--- src/rtl/addsub_sat_pipe.sv ---
// Two-stage pipelined signed add/subtract with optional saturation and N/Z/V flags.
// Low half is summed in stage 1, high half plus flags/saturation in stage 2.
module addsub_sat_pipe #(
   parameter int          WIDTH   = 16,
   parameter int unsigned SAT_DEF = 1
) (
   input  logic             clk,
   input  logic             rst_n,
   input  logic             in_valid,
   output logic             in_ready,
   input  logic [WIDTH-1:0] a,
   input  logic [WIDTH-1:0] b,
   input  logic             sub,
   input  logic             sat_en,
   output logic             out_valid,
   input  logic             out_ready,
   output logic [WIDTH-1:0] result,
   output logic             ovfl,
   output logic             neg,
   output logic             zero
);

   localparam int HALF = WIDTH / 2;
   localparam int NBLK = HALF / 4;

   if (WIDTH < 8 || (WIDTH % 8) != 0 || SAT_DEF > 1) begin : g_bad_param
      $error("addsub_sat_pipe: WIDTH must be a multiple of 8 (>= 8), SAT_DEF must be 0 or 1");
   end

   // 4-bit carry-lookahead blocks, block carries chained from low to high.
   function automatic logic [HALF:0] cla_add(input logic [HALF-1:0] x,
                                             input logic [HALF-1:0] y,
                                             input logic            cin);
      logic [HALF-1:0] g, p, s;
      logic [3:0]      gb, pb;
      logic [4:0]      cb;
      logic            c;
      g = x & y;
      p = x ^ y;
      s = '0;
      c = cin;
      for (int k = 0; k < NBLK; k++) begin
         gb    = g[4*k +: 4];
         pb    = p[4*k +: 4];
         cb[0] = c;
         cb[1] = gb[0] | (pb[0] & c);
         cb[2] = gb[1] | (pb[1] & gb[0]) | (pb[1] & pb[0] & c);
         cb[3] = gb[2] | (pb[2] & gb[1]) | (pb[2] & pb[1] & gb[0])
               | (pb[2] & pb[1] & pb[0] & c);
         cb[4] = gb[3] | (pb[3] & gb[2]) | (pb[3] & pb[2] & gb[1])
               | (pb[3] & pb[2] & pb[1] & gb[0]) | (&pb & c);
         s[4*k +: 4] = pb ^ cb[3:0];
         c = cb[4];
      end
      return {c, s};
   endfunction

   // Stage 1 registers
   logic            s1_valid_q, s1_valid_d;
   logic [HALF-1:0] s1_lo_q,    s1_lo_d;
   logic            s1_cmid_q,  s1_cmid_d;
   logic [HALF-1:0] s1_ahi_q,   s1_ahi_d;
   logic [HALF-1:0] s1_bhi_q,   s1_bhi_d;
   logic            s1_sat_q,   s1_sat_d;

   // Stage 2 registers (drive the outputs directly)
   logic             s2_valid_q, s2_valid_d;
   logic [WIDTH-1:0] s2_res_q,   s2_res_d;
   logic             s2_ovfl_q,  s2_ovfl_d;
   logic             s2_neg_q,   s2_neg_d;
   logic             s2_zero_q,  s2_zero_d;

   logic             s2_adv, s1_adv, in_fire;
   logic [WIDTH-1:0] binv;
   logic [HALF:0]    lo_sum;
   logic [HALF-1:0]  hi_sum;
   logic             hi_cout_unused;
   logic [WIDTH-1:0] raw, sat_val, res_c;
   logic             a_msb, b_msb, ovfl_c;

   assign s2_adv   = !s2_valid_q | out_ready;
   assign s1_adv   = s1_valid_q & s2_adv;
   assign in_ready = !s1_valid_q | s2_adv;
   assign in_fire  = in_valid & in_ready;

   assign binv   = sub ? ~b : b;
   assign lo_sum = cla_add(a[HALF-1:0], binv[HALF-1:0], sub);

   assign {hi_cout_unused, hi_sum} = cla_add(s1_ahi_q, s1_bhi_q, s1_cmid_q);
   assign raw     = {hi_sum, s1_lo_q};
   assign a_msb   = s1_ahi_q[HALF-1];
   assign b_msb   = s1_bhi_q[HALF-1];
   assign ovfl_c  = (a_msb ~^ b_msb) & (raw[WIDTH-1] ^ a_msb);
   assign sat_val = a_msb ? {1'b1, {(WIDTH-1){1'b0}}} : {1'b0, {(WIDTH-1){1'b1}}};
   assign res_c   = (s1_sat_q & ovfl_c) ? sat_val : raw;

   always_comb begin
      // NOTE: every _d starts as its _q so no path leaves a variable unassigned (no latches).
      s1_valid_d = s1_valid_q;
      s1_lo_d    = s1_lo_q;
      s1_cmid_d  = s1_cmid_q;
      s1_ahi_d   = s1_ahi_q;
      s1_bhi_d   = s1_bhi_q;
      s1_sat_d   = s1_sat_q;
      s2_valid_d = s2_valid_q;
      s2_res_d   = s2_res_q;
      s2_ovfl_d  = s2_ovfl_q;
      s2_neg_d   = s2_neg_q;
      s2_zero_d  = s2_zero_q;

      if (in_fire) begin
         s1_valid_d = 1'b1;
         s1_lo_d    = lo_sum[HALF-1:0];
         s1_cmid_d  = lo_sum[HALF];
         s1_ahi_d   = a[WIDTH-1:HALF];
         s1_bhi_d   = binv[WIDTH-1:HALF];
         s1_sat_d   = sat_en;
      end else if (s1_adv) begin
         s1_valid_d = 1'b0;
      end

      if (s2_adv) begin
         s2_valid_d = s1_valid_q;
      end
      if (s1_adv) begin
         s2_res_d  = res_c;
         s2_ovfl_d = ovfl_c;
         s2_neg_d  = res_c[WIDTH-1];
         s2_zero_d = (res_c == '0);
      end
   end

   // NOTE: state updates use non-blocking assignments so all registers see pre-edge values.
   always_ff @(posedge clk or negedge rst_n) begin
      if (!rst_n) begin
         s1_valid_q <= 1'b0;
         s1_lo_q    <= '0;
         s1_cmid_q  <= 1'b0;
         s1_ahi_q   <= '0;
         s1_bhi_q   <= '0;
         s1_sat_q   <= 1'b0;
         s2_valid_q <= 1'b0;
         s2_res_q   <= '0;
         s2_ovfl_q  <= 1'b0;
         s2_neg_q   <= 1'b0;
         s2_zero_q  <= 1'b0;
      end else begin
         s1_valid_q <= s1_valid_d;
         s1_lo_q    <= s1_lo_d;
         s1_cmid_q  <= s1_cmid_d;
         s1_ahi_q   <= s1_ahi_d;
         s1_bhi_q   <= s1_bhi_d;
         s1_sat_q   <= s1_sat_d;
         s2_valid_q <= s2_valid_d;
         s2_res_q   <= s2_res_d;
         s2_ovfl_q  <= s2_ovfl_d;
         s2_neg_q   <= s2_neg_d;
         s2_zero_q  <= s2_zero_d;
      end
   end

   assign out_valid = s2_valid_q;
   assign result    = s2_res_q;
   assign ovfl      = s2_ovfl_q;
   assign neg       = s2_neg_q;
   assign zero      = s2_zero_q;

endmodule

--- config.mk ---
export PLATFORM = sky130hd
export DESIGN_NAME = addsub_sat_pipe
export DESIGN_NICKNAME = d
export VERILOG_FILES = /design/src/rtl/addsub_sat_pipe.sv
export SDC_FILE = /design/constraint.sdc
export NUM_CORES = 1
export LEC_CHECK = 0
export ABC_AREA = 1
export BUFFER_PORTS_ARGS = -buffer_cell sky130_fd_sc_hd__clkbuf_2
export CORE_ASPECT_RATIO = 0.8
export CORE_MARGIN = 2
export CORE_UTILIZATION = 35
export CTS_CLUSTER_DIAMETER = 80
export DETAILED_ROUTE_END_ITERATION = 8
export PLACE_DENSITY = 0.61
export SLEW_MARGIN = 10
export SYNTH_ARGS = -nofsm -noshare
export SYNTH_HDL_FRONTEND = slang
export SYNTH_SLANG_ARGS = --single-unit
--- constraint.sdc ---
create_clock -name clk -period 2.8 [get_ports clk]
set_clock_uncertainty 0.05 [all_clocks]
set_input_delay 0.14 -clock clk [delete_from_list [all_inputs] [get_ports clk]]
set_output_delay 0.14 -clock clk [all_outputs]
set_load 0.02 [all_outputs]
==> run metrics <==
clock root cell=clkbuf_8; clock slew at reported path FFs=0.09 ns; Yosys top cell area share=43.5%; crit-path max FO=21; # H-tree levels=2; Hold WS=0.00287 ns; CP max stage delay=0.41 ns; # IOs=59; layout cells sized above 1=20.8%; DRC viols=0; largest cells by area after synthesis=dfrtp_1 43%, nand2_1 13%, ha_1 7.1%; outcome=completed; cell area after layout=3200 µm²; grt total ovfl=0; Worst slew margin=66.2%; first-pass GRT wire length=9.53 mm; Die Y=81.8 µm; total vias in the final route=2,226; clk sinks=46; Fin. Hold Viols=0; worst skew pair latency=0.30 ns; HP Class=in -> reg; Mapped Area=2650 µm²; Mapped Nets=370; Worst Path Arrival=2.63 ns; CP max stage cell=ha_1; DPL Wire Length=4.46 mm; Iteration-0 DRC Markers=65; Crit Path Category=reg -> reg; row cnt=28; post-layout net count=435; Routed WL=5.70 mm; Buffers on Ports=58; GPL Wtd Cong=0.825; RSZ-0062 raised after global routing=no; CP Launch Type=flip-flop; Vias/cell=4.74; Die X=101 µm; fin crit period=2.44 ns; core area=7360 µm²; cts bufs inserted=5; post-route antenna net violation count=0; Max IR drop VDD=0.245 mV; Clock Path Buffers=2; maxcap violations=0; largest net degree at the start of global routing=38; Post-CTS Setup Repair Bufs=0; critical path cell sequence=ha_1, nand2_2, nor2_1, nand2_1, nand3_2, nand2_2, nand3_1, nand2_1, nand3_2, a21oi_1, nand2_1, nor2_1, nand3_1, nand2_1; Setup crit end kind=flip-flop; antenna cells=0; Starting Density=36.0%; first-pass iteration count of the detailed router=4; antenna violations before repair=0; pwr/cell area=789 nW/µm²; CP required=3.00 ns; Syn Inst Count=314; routed len/inst=12.1 µm; number of synthesized register bits=46; fmax=410 MHz; Worst R2R Setup Slack=0.36 ns; area of placed instances=3010 µm²; area leader, netlist=dfrtp_1; Yosys cell types=32; total track usage=14.6%; area grow syn2layout=20.9%; cell mode on critical path=nand2_1; Slew @ Worst Pin=0.501 ns; Die Area=8280 µm²; hold_buf cts=8; Leak Pwr=0.00168 µW; period utilization=87.0%; sequential fraction of the synthesis area=43.5%; Slew Viols, Final=0; post_cts resized=0; Syn Area/Cell=8.43 µm²; Yosys warning count=0; endpoints failing setup=0; CTS tree=done; number of global-route vias before repair=2,130; Setup TNS=0 ns
==> flip-flops by register name, summed over array words and instances, names as in the netlist <==
name / count
zero: 1
s1_cmid_q: 1
s1_ahi_q: 8
result: 16
ovfl: 1
s1_sat_q: 1
s1_bhi_q: 8
out_valid: 1
s1_valid_q: 1
s1_lo_q: 8
==> Yosys cell counts <==
library cell   n
a211oi_1       1
a21o_1         1
a21oi_1       14
a21oi_2        1
a31oi_1        5
and3_1         1
buf_2          1
buf_4          2
buf_6          2
clkbuf_1       7
dfrtp_1       46
fa_1           3
ha_1          15
inv_1         23
inv_2          1
mux2i_1        1
nand2_1       89
nand2_2        2
nand3_1       12
nand3_2        3
nand4_1        3
nand4_4        1
nor2_1        28
nor2_2         1
o21ai_0       17
o21ai_1        5
o21bai_1       1
o31ai_1        1
o41ai_1        1
or2_1          1
xnor2_1       14
xor2_1        11
==> routing by layer <==
layer / vias to the layer above / wire [µm] / global-route usage [%]
met5: - / 0 / 0
met4: 0 / 48 / 4.59
met3: 5 / 224 / 3.57
met2: 47 / 2510 / 22.6
met1: 1029 / 2920 / 20.3
li1: 1145 / - / -
==> path summary, 6_finish.rpt <==
check                                 start           to  depth (start not counted)
worst max register to register  s1_ahi_q[1]         zero                         14
worst min-delay path                  a[12]  s1_ahi_q[4]                          3
max in group asynchronous             rst_n  s1_ahi_q[3]                          3
worst max-delay path            s1_ahi_q[1]         zero                         14
worst min register to register   s1_lo_q[0]   s1_lo_q[0]                          2
min in group asynchronous             rst_n         zero                          2
==> power breakdown <==
| part | leakage [µW] | internal [µW] | switching [µW] | total (µW) |
|---|---|---|---|---|
| clock | 0.0000579 | 263 | 223 | 486 |
| sequential | 0.000548 | 855 | 122 | 977 |
| combinational | 0.00107 | 393 | 668 | 1060 |
| total | 0.00168 | 1510 | 1010 | 2520 |
==> cell type report <==
cell class,count,area (µm²)
clock buffer,5,68.8
clock inverter,3,40.0
fill,763,4160
inverter,24,90.1
multi-input combinational,232,1340
sequential,46,1150
tap,90,113
timing repair buffer,70,400
==> layout by cell type (no fill, tap or decap), types with 2 or more instances in the layout <==
cell type | netlist | final
nand3_1 | 12 | 12
nand3_2 | 3 | 3
o21ai_0 | 17 | 17
nand2_2 | 2 | 2
a21oi_1 | 14 | 14
buf_4 | 2 | 4
xnor2_1 | 14 | 14
dlygate4sd3_1 | 0 | 8
clkinv_2 | 0 | 2
ha_1 | 15 | 15
clkbuf_2 | 0 | 58
clkbuf_8 | 0 | 5
o21ai_1 | 5 | 5
nand4_1 | 3 | 3
nand2_1 | 89 | 89
a31oi_1 | 5 | 5
nor2_1 | 28 | 28
fa_1 | 3 | 3
dfrtp_1 | 46 | 46
xor2_1 | 11 | 11
inv_1 | 23 | 23
==> metrics by stage <==
| step | instances | utilization (%) | setup slack, ns | power (µW) |
|---|---|---|---|---|
| final | 470 | 43.5 | 0.363 | 2520 |
| after global routing | 470 | 43.5 | 0.0910 | 2730 |
| after CTS | 470 | 43.5 | 0.391 | 2560 |
| after detailed placement | 454 | 40.9 | 0.411 | 2050 |
| after global placement | 454 | 40.9 | 0.459 | 2030 |
| after floorplan | 314 | - | 0.413 | 1730 |
==> cell families after synthesis <==
family / share of synthesized area [%]
compound gates: 9.79
xor+xnor: 8.27
fa+ha+maj: 9.36
buf+inv: 6.00
flops: 43.5
mux: 0.378
simple gates: 22.7
==> critical path: cells and delay by family, from the launching register on <==
family	cells	cell delay, ns
and+or+nand+nor	12	1.24
AOI/OAI and AO/OA	1	0.30
DFF	1	0.39
adders and majority gates	1	0.41
Power figures use the tool's default switching activity.
